[src/rtl/cpu_types_pkg.sv]
// ============================================================================
// cpu_types_pkg: shared RAM-state encoding, coherence FSM states, RR helper.
// Rev 1.0
// ============================================================================
`default_nettype none

package cpu_types_pkg;

    typedef enum logic [1:0] {
        FREE   = 2'b00,
        BUSY   = 2'b01,
        ACCESS = 2'b10,
        ERROR  = 2'b11
    } ramstate_t;

    typedef enum logic [2:0] {
        IDLE  = 3'd0,
        SNOOP = 3'd1,
        SWB   = 3'd2,
        LOAD  = 3'd3,
        WB    = 3'd4
    } cc_state_t;

    localparam int RR_MAX = 8;
    localparam int RR_IW  = 3;

    // First set bit of req at or after ptr, wrapping at n; returns ptr if none.
    function automatic int rr_pick(input logic [RR_MAX-1:0] req, input int ptr, input int n);
        int   res;
        int   idx;
        logic found;
        res   = ptr;
        found = 1'b0;
        for (int i = 0; i < RR_MAX; i++) begin
            if (i < n && !found) begin
                idx = (ptr + i) % n;
                if (req[idx[RR_IW-1:0]]) begin
                    res   = idx;
                    found = 1'b1;
                end
            end
        end
        return res;
    endfunction

endpackage

`default_nettype wire

[src/rtl/rr_arbiter.sv]
// ============================================================================
// rr_arbiter: round-robin grant index with a pointer that moves past the winner.
// Rev 1.0
// ============================================================================
`default_nettype none

module rr_arbiter
    import cpu_types_pkg::*;
#(
    parameter int N = 4
) (
    input  logic                 clk,
    input  logic                 rst_n,
    input  logic [N-1:0]         req_i,
    input  logic                 adv_i,
    output logic [$clog2(N)-1:0] grant_o
);

    localparam int IW = $clog2(N);

    logic [IW-1:0]     ptr_q;
    logic [IW-1:0]     ptr_d;
    logic [RR_MAX-1:0] req_w;

    always_comb begin
        req_w          = '0;
        req_w[N-1:0]   = req_i;
        grant_o        = IW'(rr_pick(req_w, int'(ptr_q), N));
        ptr_d          = (grant_o == IW'(N-1)) ? '0 : grant_o + IW'(1);
    end

    always_ff @(posedge clk or negedge rst_n) begin
        if (!rst_n) begin
            ptr_q <= '0;
        end else if (adv_i) begin
            ptr_q <= ptr_d;
        end
    end

endmodule

`default_nettype wire

[src/rtl/coherence_bus_ctrl.sv]
// ============================================================================
// coherence_bus_ctrl: N-CPU snooping I/D memory controller over one RAM port.
// Rev 1.0
// ============================================================================
`default_nettype none

module coherence_bus_ctrl
    import cpu_types_pkg::*;
#(
    parameter int CPUS  = 4,
    parameter int WORDS = 2,
    parameter int AW    = 32,
    parameter int DW    = 32
) (
    input  logic                CLK,
    input  logic                nRST,
    input  logic [CPUS-1:0]     iREN,
    input  logic [CPUS*AW-1:0]  iaddr,
    output logic [CPUS-1:0]     iwait,
    output logic [CPUS*DW-1:0]  iload,
    input  logic [CPUS-1:0]     dREN,
    input  logic [CPUS-1:0]     dWEN,
    input  logic [CPUS*AW-1:0]  daddr,
    input  logic [CPUS*DW-1:0]  dstore,
    output logic [CPUS-1:0]     dwait,
    output logic [CPUS*DW-1:0]  dload,
    input  logic [CPUS-1:0]     cctrans,
    input  logic [CPUS-1:0]     ccwrite,
    output logic [CPUS-1:0]     ccwait,
    output logic [CPUS-1:0]     ccinv,
    output logic [CPUS*AW-1:0]  ccsnoopaddr,
    output logic                ramREN,
    output logic                ramWEN,
    output logic [AW-1:0]       ramaddr,
    output logic [DW-1:0]       ramstore,
    input  logic [DW-1:0]       ramload,
    input  logic [1:0]          ramstate
);

    localparam int            IW        = $clog2(CPUS);
    localparam int            BW        = (WORDS > 1) ? $clog2(WORDS) : 1;
    localparam logic [BW-1:0] LAST_BEAT = BW'(WORDS - 1);

    cc_state_t       state_q;
    logic [IW-1:0]   dgrant_q;
    logic [IW-1:0]   supplier_q;
    logic [BW-1:0]   beat_q;

    logic [CPUS-1:0] dreq;
    logic [CPUS-1:0] grant_oh;
    logic [CPUS-1:0] d_arb_req;
    logic [CPUS-1:0] dirty_others;
    logic [IW-1:0]   dirty_idx;
    logic [IW-1:0]   d_pick;
    logic [IW-1:0]   i_pick;
    logic            d_any;
    logic            ram_access;
    logic            xfer_state;
    logic            d_done;
    logic            i_fetch;
    logic            i_done;
    logic [AW-1:0]   daddr_g;
    logic [DW-1:0]   dstore_g;
    logic [DW-1:0]   dstore_s;

    assign dreq       = dREN | dWEN;
    assign d_any      = |dreq;
    assign grant_oh   = CPUS'(1) << dgrant_q;
    assign ram_access = (ramstate == ACCESS);
    assign xfer_state = (state_q == SWB) || (state_q == LOAD) || (state_q == WB);
    assign d_done     = xfer_state && ram_access && (beat_q == LAST_BEAT);
    assign i_fetch    = (state_q == IDLE) && !d_any && (|iREN);
    assign i_done     = i_fetch && ram_access;
    assign daddr_g    = daddr[dgrant_q*AW +: AW];
    assign dstore_g   = dstore[dgrant_q*DW +: DW];
    assign dstore_s   = dstore[supplier_q*DW +: DW];

    // While a transaction is open the data arbiter only sees the owner, so the
    // advance strobe moves the pointer past the CPU actually served.
    assign d_arb_req  = (state_q == IDLE) ? dreq : grant_oh;

    rr_arbiter #(.N(CPUS)) u_darb (
        .clk     (CLK),
        .rst_n   (nRST),
        .req_i   (d_arb_req),
        .adv_i   (d_done),
        .grant_o (d_pick)
    );

    rr_arbiter #(.N(CPUS)) u_iarb (
        .clk     (CLK),
        .rst_n   (nRST),
        .req_i   (iREN),
        .adv_i   (i_done),
        .grant_o (i_pick)
    );

    always_comb begin
        dirty_others = ccwrite & ~grant_oh;
        dirty_idx    = '0;
        for (int j = CPUS - 1; j >= 0; j--) begin
            if (dirty_others[j]) begin
                dirty_idx = IW'(j);
            end
        end
    end

    always_ff @(posedge CLK or negedge nRST) begin
        if (!nRST) begin
            state_q    <= IDLE;
            dgrant_q   <= '0;
            supplier_q <= '0;
            beat_q     <= '0;
        end else begin
            case (state_q)
                IDLE: begin
                    if (d_any) begin
                        dgrant_q <= d_pick;
                        beat_q   <= '0;
                        state_q  <= dWEN[d_pick] ? WB : SNOOP;
                    end
                end
                SNOOP: begin
                    if (|dirty_others) begin
                        supplier_q <= dirty_idx;
                        state_q    <= SWB;
                    end else begin
                        state_q    <= LOAD;
                    end
                end
                SWB, LOAD, WB: begin
                    if (ram_access) begin
                        if (beat_q == LAST_BEAT) begin
                            beat_q  <= '0;
                            state_q <= IDLE;
                        end else begin
                            beat_q  <= beat_q + BW'(1);
                        end
                    end
                end
                default: state_q <= IDLE;
            endcase
        end
    end

    always_comb begin
        iwait       = '1;
        dwait       = '1;
        ccwait      = '0;
        ccinv       = '0;
        ccsnoopaddr = '0;
        ramREN      = 1'b0;
        ramWEN      = 1'b0;
        ramaddr     = '0;
        ramstore    = '0;
        iload       = '0;
        dload       = '0;
        if (nRST) begin
            for (int c = 0; c < CPUS; c++) begin
                iload[c*DW +: DW] = ramload;
                dload[c*DW +: DW] = ramload;
            end
        end
        case (state_q)
            IDLE: begin
                if (i_fetch) begin
                    ramREN  = 1'b1;
                    ramaddr = iaddr[i_pick*AW +: AW];
                    if (ram_access) begin
                        iwait[i_pick] = 1'b0;
                    end
                end
            end
            SNOOP: begin
                for (int j = 0; j < CPUS; j++) begin
                    if (j != int'(dgrant_q)) begin
                        ccwait[j]               = 1'b1;
                        ccinv[j]                = cctrans[dgrant_q];
                        ccsnoopaddr[j*AW +: AW] = daddr_g;
                    end
                end
            end
            SWB: begin
                ccwait[supplier_q]                 = 1'b1;
                ccsnoopaddr[supplier_q*AW +: AW]   = daddr_g;
                ramWEN                             = 1'b1;
                ramaddr                            = daddr_g;
                ramstore                           = dstore_s;
                dload[dgrant_q*DW +: DW]           = dstore_s;
                if (ram_access) begin
                    dwait[dgrant_q]   = 1'b0;
                    dwait[supplier_q] = 1'b0;
                end
            end
            LOAD: begin
                ramREN  = 1'b1;
                ramaddr = daddr_g;
                if (ram_access) begin
                    dwait[dgrant_q] = 1'b0;
                end
            end
            WB: begin
                ramWEN   = 1'b1;
                ramaddr  = daddr_g;
                ramstore = dstore_g;
                if (ram_access) begin
                    dwait[dgrant_q] = 1'b0;
                end
            end
            default: ;
        endcase
    end

endmodule

`default_nettype wire
[config.mk]
export PLATFORM = sky130hd
export DESIGN_NAME = coherence_bus_ctrl
export DESIGN_NICKNAME = d
export VERILOG_FILES = /design/src/rtl/cpu_types_pkg.sv /design/src/rtl/rr_arbiter.sv /design/src/rtl/coherence_bus_ctrl.sv
export SDC_FILE = /design/constraint.sdc
export NUM_CORES = 1
export LEC_CHECK = 0
export ABC_CLOCK_PERIOD_IN_PS = 3760
export CORE_AREA = 2 2 348 350
export CTS_CLUSTER_SIZE = 40
export DETAILED_ROUTE_END_ITERATION = 12
export DIE_AREA = 0 0 350 352
export DONT_BUFFER_PORTS = 1
export GPL_ROUTABILITY_DRIVEN = 0
export HOLD_SLACK_MARGIN = 0.1
export PLACE_DENSITY = 0.3
export SETUP_SLACK_MARGIN = 0.2
export SYNTH_ARGS = -nofsm -noshare
export SYNTH_HDL_FRONTEND = slang
export SYNTH_SLANG_ARGS = --single-unit
[constraint.sdc]
create_clock -name CLK -period 3.76 [get_ports CLK]
set_input_delay 0.376 -clock CLK [delete_from_list [all_inputs] [get_ports CLK]]
set_output_delay 0.376 -clock CLK [all_outputs]
set_load 0.05 [all_outputs]
* After elaboration in Yosys (flattened, before gate mapping)
Cells that the tools add are included.
** Storage, ports and cells
- Bits in registers :: 12
- Bits in latches :: 0
- RAM bits :: 0
- Memory bits (read-only) :: 0
- Output and inout port bits :: 466
- Memories kept :: 0
** Cells by class
- $add $sub $neg :: 11
- $mul :: 0
- Div/mod/pow operators :: 0
- Magnitude comparators :: 15
- Equality and inequality tests :: 13
- Shift-type cells :: 9
- Mux-type cells :: 95
- Bitwise gates (word level) :: 14
- Reduce and logical (&&, ||, !) cells :: 30
** Operators with widths (number)
- 128-bit by 8-bit variable part select with 32-bit output :: 4
- 128-bit two-way mux :: 2
- 128-bit one-hot mux with 2 select lines :: 1
- 32-bit by 34-bit variable shift with 128-bit output (first input constant) :: 2
- 32-bit by 34-bit variable part select with 128-bit output :: 2
- 32-bit two-way mux :: 5
- 128-bit bitwise AND :: 1
- 128-bit bitwise mux :: 1
- 32-bit one-hot mux with 2 select lines :: 2
- 7-bit negation with 34-bit output :: 2
- 1-bit two-way mux :: 37
- 2-bit two-way mux :: 18
- 4-bit two-way mux :: 7
- 3-bit by 4-bit < comparator with 1-bit output (second input constant) :: 6
- 1-bit binary-select mux with 3-bit select :: 6
- 4-bit inverter :: 4
- 4-bit one-hot mux with 2 select lines :: 2
- 2-bit OR reduction :: 8
- 2-bit by 3-bit < comparator with 1-bit output (second input constant) :: 4
- 3-bit two-way mux :: 4
- 4-bit OR reduction :: 3
- 3-bit one-hot mux with 3 select lines :: 1
- 2-bit by 1-bit adder with 2-bit output (second input constant) :: 4
- 2-bit adder (second input constant) :: 4
- other kinds (26) :: 57

* Logic depth before layout (Yosys ltp)
Gate-level depths: netlist of the first run.
- Word-level depth :: 19
- Depth in mapped cells :: 10
- Depth with buffers taken out :: 8

* By module
A second synthesis of the first run with hierarchy kept.
** Unflattened totals
- Cell total of the unflattened synthesis :: 966
- Area, all modules :: 8303.0 µm²
** By module, submodules not included
- coherence_bus_ctrl :: instances 1, cells an instance 892, area each 7775.0 µm²
- rr_arbiter (u_iarb) :: instances 1, cells an instance 37, area each 267.8 µm²
- rr_arbiter (u_darb) :: instances 1, cells an instance 37, area each 260.2 µm²

* Worst setup path before layout of the first run
Ideal clock, no wire load.
- Path kind :: flip-flop to output port
- Start point :: reg dgrant_q[1]
- End point :: out dload[22]
- Arrival time :: 2948 ps
- Data required time :: 3384 ps
- Slack :: 436 ps
- Cell stages (with the launch flop) :: 9
- Path buffers :: 3
- Cells stage by stage :: dfrtp_1 clkbuf_1 buf_1 inv_1 ha_1 inv_1 nor2_1 clkbuf_1 o21ai_0
** Between the ends
- Cells in the longest elaborated chain, start to end :: 4
- Elaborated cells between the ends (all ways) :: 5
- Classes of those cells :: add/sub: 1; shift: 2; mux: 2
** RTL lines
- start: declaration :: line coherence_bus_ctrl.sv:45 : logic [IW-1:0] dgrant_q;
- start signal: assignment :: line coherence_bus_ctrl.sv:118 : dgrant_q <= d_pick;
- 7-bit negation with 34-bit output * :: line coherence_bus_ctrl.sv:189 : dload[dgrant_q*DW +: DW] = dstore_s;
- 32-bit by 34-bit variable part select with 128-bit output / 32-bit by 34-bit variable shift with 128-bit output (equally long branches) :: line coherence_bus_ctrl.sv:189
- 128-bit bitwise mux * :: line coherence_bus_ctrl.sv:189
- 128-bit two-way mux * :: line coherence_bus_ctrl.sv:164 : case (state_q)
- end: declaration :: line coherence_bus_ctrl.sv:26 : output logic [CPUS*DW-1:0] dload,
Mark *: on every way between the ends. The rest lies on a longest branch, timed or not.

* Worst setup path in the final report of the first run
- Start point :: reg dgrant_q[1]
- End point :: out ccsnoopaddr[32]
** Between the ends
- Cells in the longest elaborated chain, start to end :: 4
- Elaborated cells between the ends (all ways) :: 6
- Classes of those cells :: eq/ne: 1; shift: 2; mux: 2; bitwise: 1
** RTL lines
- 128-bit by 8-bit variable part select with 32-bit output :: line coherence_bus_ctrl.sv:74 : assign daddr_g = daddr[dgrant_q*AW +: AW];
- 32-bit by 34-bit variable part select with 128-bit output :: line coherence_bus_ctrl.sv:185 : ccsnoopaddr[supplier_q*AW +: AW] = daddr_g;
- 128-bit bitwise AND (no source line)
- 128-bit one-hot mux with 2 select lines * :: line coherence_bus_ctrl.sv:164
- end: declaration :: line coherence_bus_ctrl.sv:31 : output logic [CPUS*AW-1:0] ccsnoopaddr,
Marks and branches as above.

==> results of run 1 <==
-- flip-flops by register name, summed over array words and instances, names as in the netlist --
name	count
beat_q	1
u_darb.ptr_q	2
state_q	3
dgrant_q	2
supplier_q	2
u_iarb.ptr_q	2
-- layout make-up --
| type | instances | area (sq um) |
|---|---|---|
| diodes | 31 | 77.6 |
| clock buffers | 4 | 88.8 |
| fillers | 13730 | 106000 |
| inverters | 46 | 173 |
| multi-input cells | 805 | 6630 |
| flip-flops and latches | 12 | 313 |
| well taps | 1612 | 2020 |
| repair buffers | 326 | 4060 |
-- where the power goes --
group / switching (mW) / leakage [nW] / internal, mW
Sequential: 0.126 / 0.143 / 0.184
Combinational: 7.43 / 4.50 / 2.89
Clock: 0.0718 / 0.0444 / 0.162
Total: 7.63 / 4.69 / 3.24
-- cell usage after synthesis (4+ instances only) --
cell and instances:
nor2_1 147, buf_4 96, clkbuf_1 61, inv_1 45
nand3_1 4, buf_2 28, nor2b_1 7, a41oi_1 4
dfrtp_1 12, o21ai_1 13, a21oi_1 12, a22o_1 69
a21o_1 5, o21ai_0 123, nand2b_1 5, buf_1 4
mux4_2 129, nand2_1 213, ha_1 16, and2_1 9
-- through the flow --
step | instance area, sq um | worst slack (ps) | std cells | hold WS [ps] | utilization
after floorplan | 8060 | 436 | 1054 | 80.4 | -
after global placement | 13200 | 514 | 2800 | 85.8 | 0.110
after detailed placement | 13200 | 489 | 2800 | 86.3 | 0.110
after CTS | 13300 | 222 | 2805 | 400 | 0.111
after global routing | 13300 | 191 | 2821 | 407 | 0.112
final | 13400 | 286 | 2836 | 402 | 0.112
-- worst max path at each step --
| stage | start | endpoint | slack (ps) |
|---|---|---|---|
| global route | dgrant_q[1] | ccsnoopaddr[32] | 190 |
| floorplan | dgrant_q[1] | dload[22] | 440 |
| detailed placement | state_q[1] | ccsnoopaddr[32] | 490 |
| CTS | state_q[1] | ccsnoopaddr[32] | 220 |
| global placement | state_q[1] | ccsnoopaddr[127] | 510 |
| finish | dgrant_q[1] | ccsnoopaddr[32] | 290 |
-- layer usage --
layer | up-vias | part of all wire | wire length (um) | GRT usage
met2 | 881 | 0.49 | 43400 | 0.236
met3 | 161 | 0.10 | 8850 | 0.0476
met5 | - | 0.0037 | 323 | 0
met4 | 46 | 0.026 | 2250 | 0.0303
met1 | 5169 | 0.38 | 33200 | 0.157
li1 | 4051 | - | - | -
-- cell families after synthesis --
| logic type | after synthesis | synth area share |
|---|---|---|
| flops | 12 | 0.0372 |
| compound gates | 251 | 0.203 |
| xor+xnor | 1 | 0.00109 |
| mux | 135 | 0.369 |
| fa+ha+maj | 16 | 0.0248 |
| simple gates | 402 | 0.204 |
| buf+inv | 237 | 0.161 |
-- timing repair --
action                     in CTS  in global routing
hold endpoints to repair       12                  0
hold buffers                    1                  0
gates resized for setup         0                  2
setup endpoints to repair       0                  3
==> flow_metrics.tcl, run 1 <==
set metrics [dict create \
    cts_sinks 12 \
    grt_pass1_vias 10312 \
    maxSlewViolCount 0 \
    dp_hpwl_um 76200 \
    grt_usage 0.135 \
    path_buf_inv 3 \
    period_share 0.924 \
    hold_path_depth 2 \
    syn-num-nets 1510 \
    ir_drop_mv 0.274 \
    slowest_delay_ps 700 \
    finalWirelength_um 88100 \
    async_flop_share 1.00 \
    syn_to_final_growth_pct 65.7 \
    timing.setup.tns_ps 0 \
    nets 1650 \
    fmax_ghz 0.288 \
    clockBufferDepth 2 \
    synth_ff_type "dfrtp_1" \
    vias 10308 \
    netlist_area_sq_mm 0.00806 \
    layout_commonest_cell "nand2_1" \
    yosysTopAreaCell "mux4_2" \
    cts-root-buf "clkbuf_16" \
    total_power_mw 10.9 \
    p_leak_nw 4.69 \
    synthDistinctLibCells 54 \
    clock_latency_ps 250 \
    worst_slew_pin_slew_ps 1110 \
    grt_pass1_wl_um 111000 \
    period_minus_slack_ps 3470 \
    rsz0062_at_grt "true" \
    antenna_found_initial 77 \
    antenna_left 0 \
    required_ps 3380 \
    grt.overflow.total 0 \
    cp-end-kind "output pin" \
    cts_setup_buffers 0 \
    crit_chain "inv_1 > ha_1 > nor2_1 > a41oi_4 > buf_4 > nor2_1 > buf_4" \
    hold_violations 0 \
    r2r-start "dgrant_q[1]" \
    worst_hold_path.endpoint "state_q[0]" \
    via_per_inst 3.63 \
    slowest_stage "dfrtp_4" \
    rows 127 \
    first_iter_violations 987 \
    r2r_end "state_q[0]" \
    cts_made_buffers 3 \
    timing.slew.headroom 0.256 \
    yosysWarningCount 0 \
    setup_viol 0 \
    die_h_um 352 \
    crit_fanout 32 \
    syn-instance-count 1054 \
    synth_top_area_frac 0.360 \
    avgSynthCellArea_sq_um 7.65 \
    layout-drive-gt1-share 0.441 \
    yosysSeqAreaShare 0.0372 \
    grt_max_degree 66 \
    worstHoldPathType "input port to flop" \
    cp-start-kind "flop" \
    dr.pass1.iters 5 \
    rr_worst_depth 8 \
    routedWlPerCell_um 31.1 \
    power.density_mw_per_mm2 813 \
    htree_levels 1 \
    r2r_setup_slack_ps 1140 \
    synth_top_cells_by_area "mux4_2 36%, nand2_1 9.9%, buf_4 8.9%" \
    hold_start "dWEN[2]" \
    cp.arrival_ps 3100 \
    cts_tree "built" \
    finalClockSkew_ps 2.60 \
    crit_family "simple AND/OR/NAND/NOR gates" \
    drv_cap 0 \
    io_buffer_count 0 \
    final_cell_mix "213 x nand2_1, 196 x buf_4, 143 x nor2_1, 129 x mux4_2, 129 x buf_12" \
    synth_edf_count 0 \
    synth-seq-cells 12 \
    io_pins 906 \
    die-area_sq_mm 0.123 \
    die_w_um 350 \
    drc 0 \
    core_area_sq_mm 0.119 \
    cts.clk_slew.worst_paths_ps 50 \
    initial_utilization 0.0676 \
    cp.depth 7 \
    status "finished clean" \
    criticalPathCategory "flop to output pin" \
]
Note: power is estimated with default switching activity, not from simulation.
==> run 2: changes to the inputs <==
- CORE_AREA: 2 2 348 350 -> 2 2 354 356
- DIE_AREA: 0 0 350 352 -> 0 0 356 358
- PLACE_DENSITY: 0.3 -> default
==> run 2 against run 1 <==
Net effect: critical path depth stayed put; cell count grew 2.2%; clock power is 12% higher; via count rose by 4.6%; maximum frequency shrank 0.51%; worst hold slack got worse by 31 ps; setup slack got worse by 18 ps; critical endpoint is now ccsnoopaddr[6]; largest power group unchanged.
==> flow_metrics.tcl, run 2 (synthesized netlist as in run 1, its figures left out) <==
set metrics [dict create \
    nets 1670 \
    io_pins 906 \
    cts.clk_slew.worst_paths_ps 70 \
    drv_cap 0 \
    cp-end-kind "output pin" \
    first_iter_violations 1480 \
    routed.top_layer "met5" \
    grt_pass1_wl_um 109000 \
    crit_family "simple AND/OR/NAND/NOR gates" \
    drc 0 \
    fmax_ghz 0.286 \
    layout_commonest_cell "buf_4" \
    timing.setup.tns_ps 0 \
    clockBufferDepth 2 \
    criticalPathCategory "flop to output pin" \
    finalClockSkew_ps 12.1 \
    cts_made_buffers 3 \
    cts_sinks 12 \
    crit_chain "inv_2 > or3_1 > nand2_1 > buf_4 > nand2_1 > nor2_2 > buf_4" \
    clock_latency_ps 270 \
    final_cell_mix "254 x buf_4, 213 x nand2_1, 142 x nor2_1, 129 x mux4_2, 128 x o21ai_1" \
    timing.slew.headroom 0.293 \
    required_ps 3380 \
    worst_slew_pin_slew_ps 1060 \
    grt.overflow.total 0 \
    wl_met3_um 12300 \
    regMostFlops "state_q" \
    path_buf_inv 3 \
    initial_utilization 0.0654 \
    grt_usage 0.133 \
    fin_util 0.106 \
    hold_slack_ps 371 \
    grt_pass1_vias 9975 \
    n_fill_cell 14245 \
    largest_register_ffs 3 \
    grt_max_degree 40 \
    vias 10779 \
    setup_viol 0 \
    crit_fanout 30 \
    maxSlewViolCount 0 \
    worstHoldPathType "input port to flop" \
    via_per_inst 3.72 \
    p_leak_nw 4.65 \
    period_share 0.929 \
    cts-root-buf "clkbuf_16" \
    slowest_stage "or3_1" \
    layout-drive-gt1-share 0.451 \
    antenna_left 0 \
    antenna_found_initial 75 \
    slowest_delay_ps 590 \
    htree_levels 1 \
    status "finished clean" \
    core_area_sq_mm 0.123 \
    wl_met1_um 33000 \
    routedWlPerCell_um 31.8 \
    die_h_um 358 \
    syn_to_final_growth_pct 62.5 \
    total_power_mw 10.7 \
    die-area_sq_mm 0.127 \
    rsz0062_at_grt "true" \
    io_buffer_count 0 \
    power.density_mw_per_mm2 819 \
    dr.pass1.iters 5 \
    period_minus_slack_ps 3490 \
    rows 129 \
    cp.arrival_ps 3120 \
    cp-start-kind "flop" \
    finalWirelength_um 92000 \
    die_w_um 356 \
    dp_hpwl_um 79500 \
    wl_met2_um 41500 \
    hold_violations 0 \
    ir_drop_mv 0.377 \
    cts_tree "built" \
]
-- run 2: what timing repair did --
| action | CTS | global route |
|---|---|---|
| endpoints found under the setup margin | 1 | 3 |
| hold endpoints to repair | 12 | 0 |
| hold buffers | 1 | 0 |
| gates resized for setup | 1 | 2 |
| pin swaps | 0 | 1 |
| buffers inserted | 0 | 3 |
-- run 2: metrics by stage --
stage	instances	instance area [sq um]	setup WS [ps]
2_1_floorplan	1054	8060	436
3_3_place_gp	2842	12900	416
3_5_place_dp	2842	12900	440
4_1_cts	2847	13000	260
5_1_grt	2876	13000	178
6_report	2897	13100	268
-- run 2: routing by layer --
layer  global-route usage  vias up
li1                     -     4114
met1                0.150     5286
met2                0.210     1071
met3               0.0661      262
met4               0.0557       46
met5               0.0189        -
-- run 2: cell type report --
cell class / count / area [sq um] / area share
multi-input cells: 805 / 6630 / 0.506
repair buffers: 346 / 3730 / 0.285
well taps: 1637 / 2050 / 0.156
flip-flops and latches: 12 / 313 / 0.0239
inverters: 46 / 173 / 0.0132
diodes: 47 / 118 / 0.00898
clock buffers: 4 / 88.8 / 0.00678
-- run 2: worst paths after layout --
check | from | end | slack [ps] | depth (start not counted)
worst max-delay path | state_q[1] | ccsnoopaddr[6] | 270 | 7
max in group asynchronous | nRST | dgrant_q[0] | 2520 | 1
worst max register to register | dgrant_q[0] | state_q[0] | 1160 | 8
worst min register to register | beat_q | state_q[1] | 560 | 1
min in group asynchronous | nRST | supplier_q[1] | 640 | 1
worst min-delay path | dWEN[2] | state_q[0] | 370 | 2
-- run 2: power breakdown --
part / internal, mW / switching (mW) / total (mW) / leakage, nW
clock network: 0.163 / 0.0976 / 0.261 / 0.0444
registers: 0.184 / 0.0877 / 0.272 / 0.143
logic: 2.70 / 7.49 / 10.2 / 4.47
total: 3.05 / 7.67 / 10.7 / 4.65
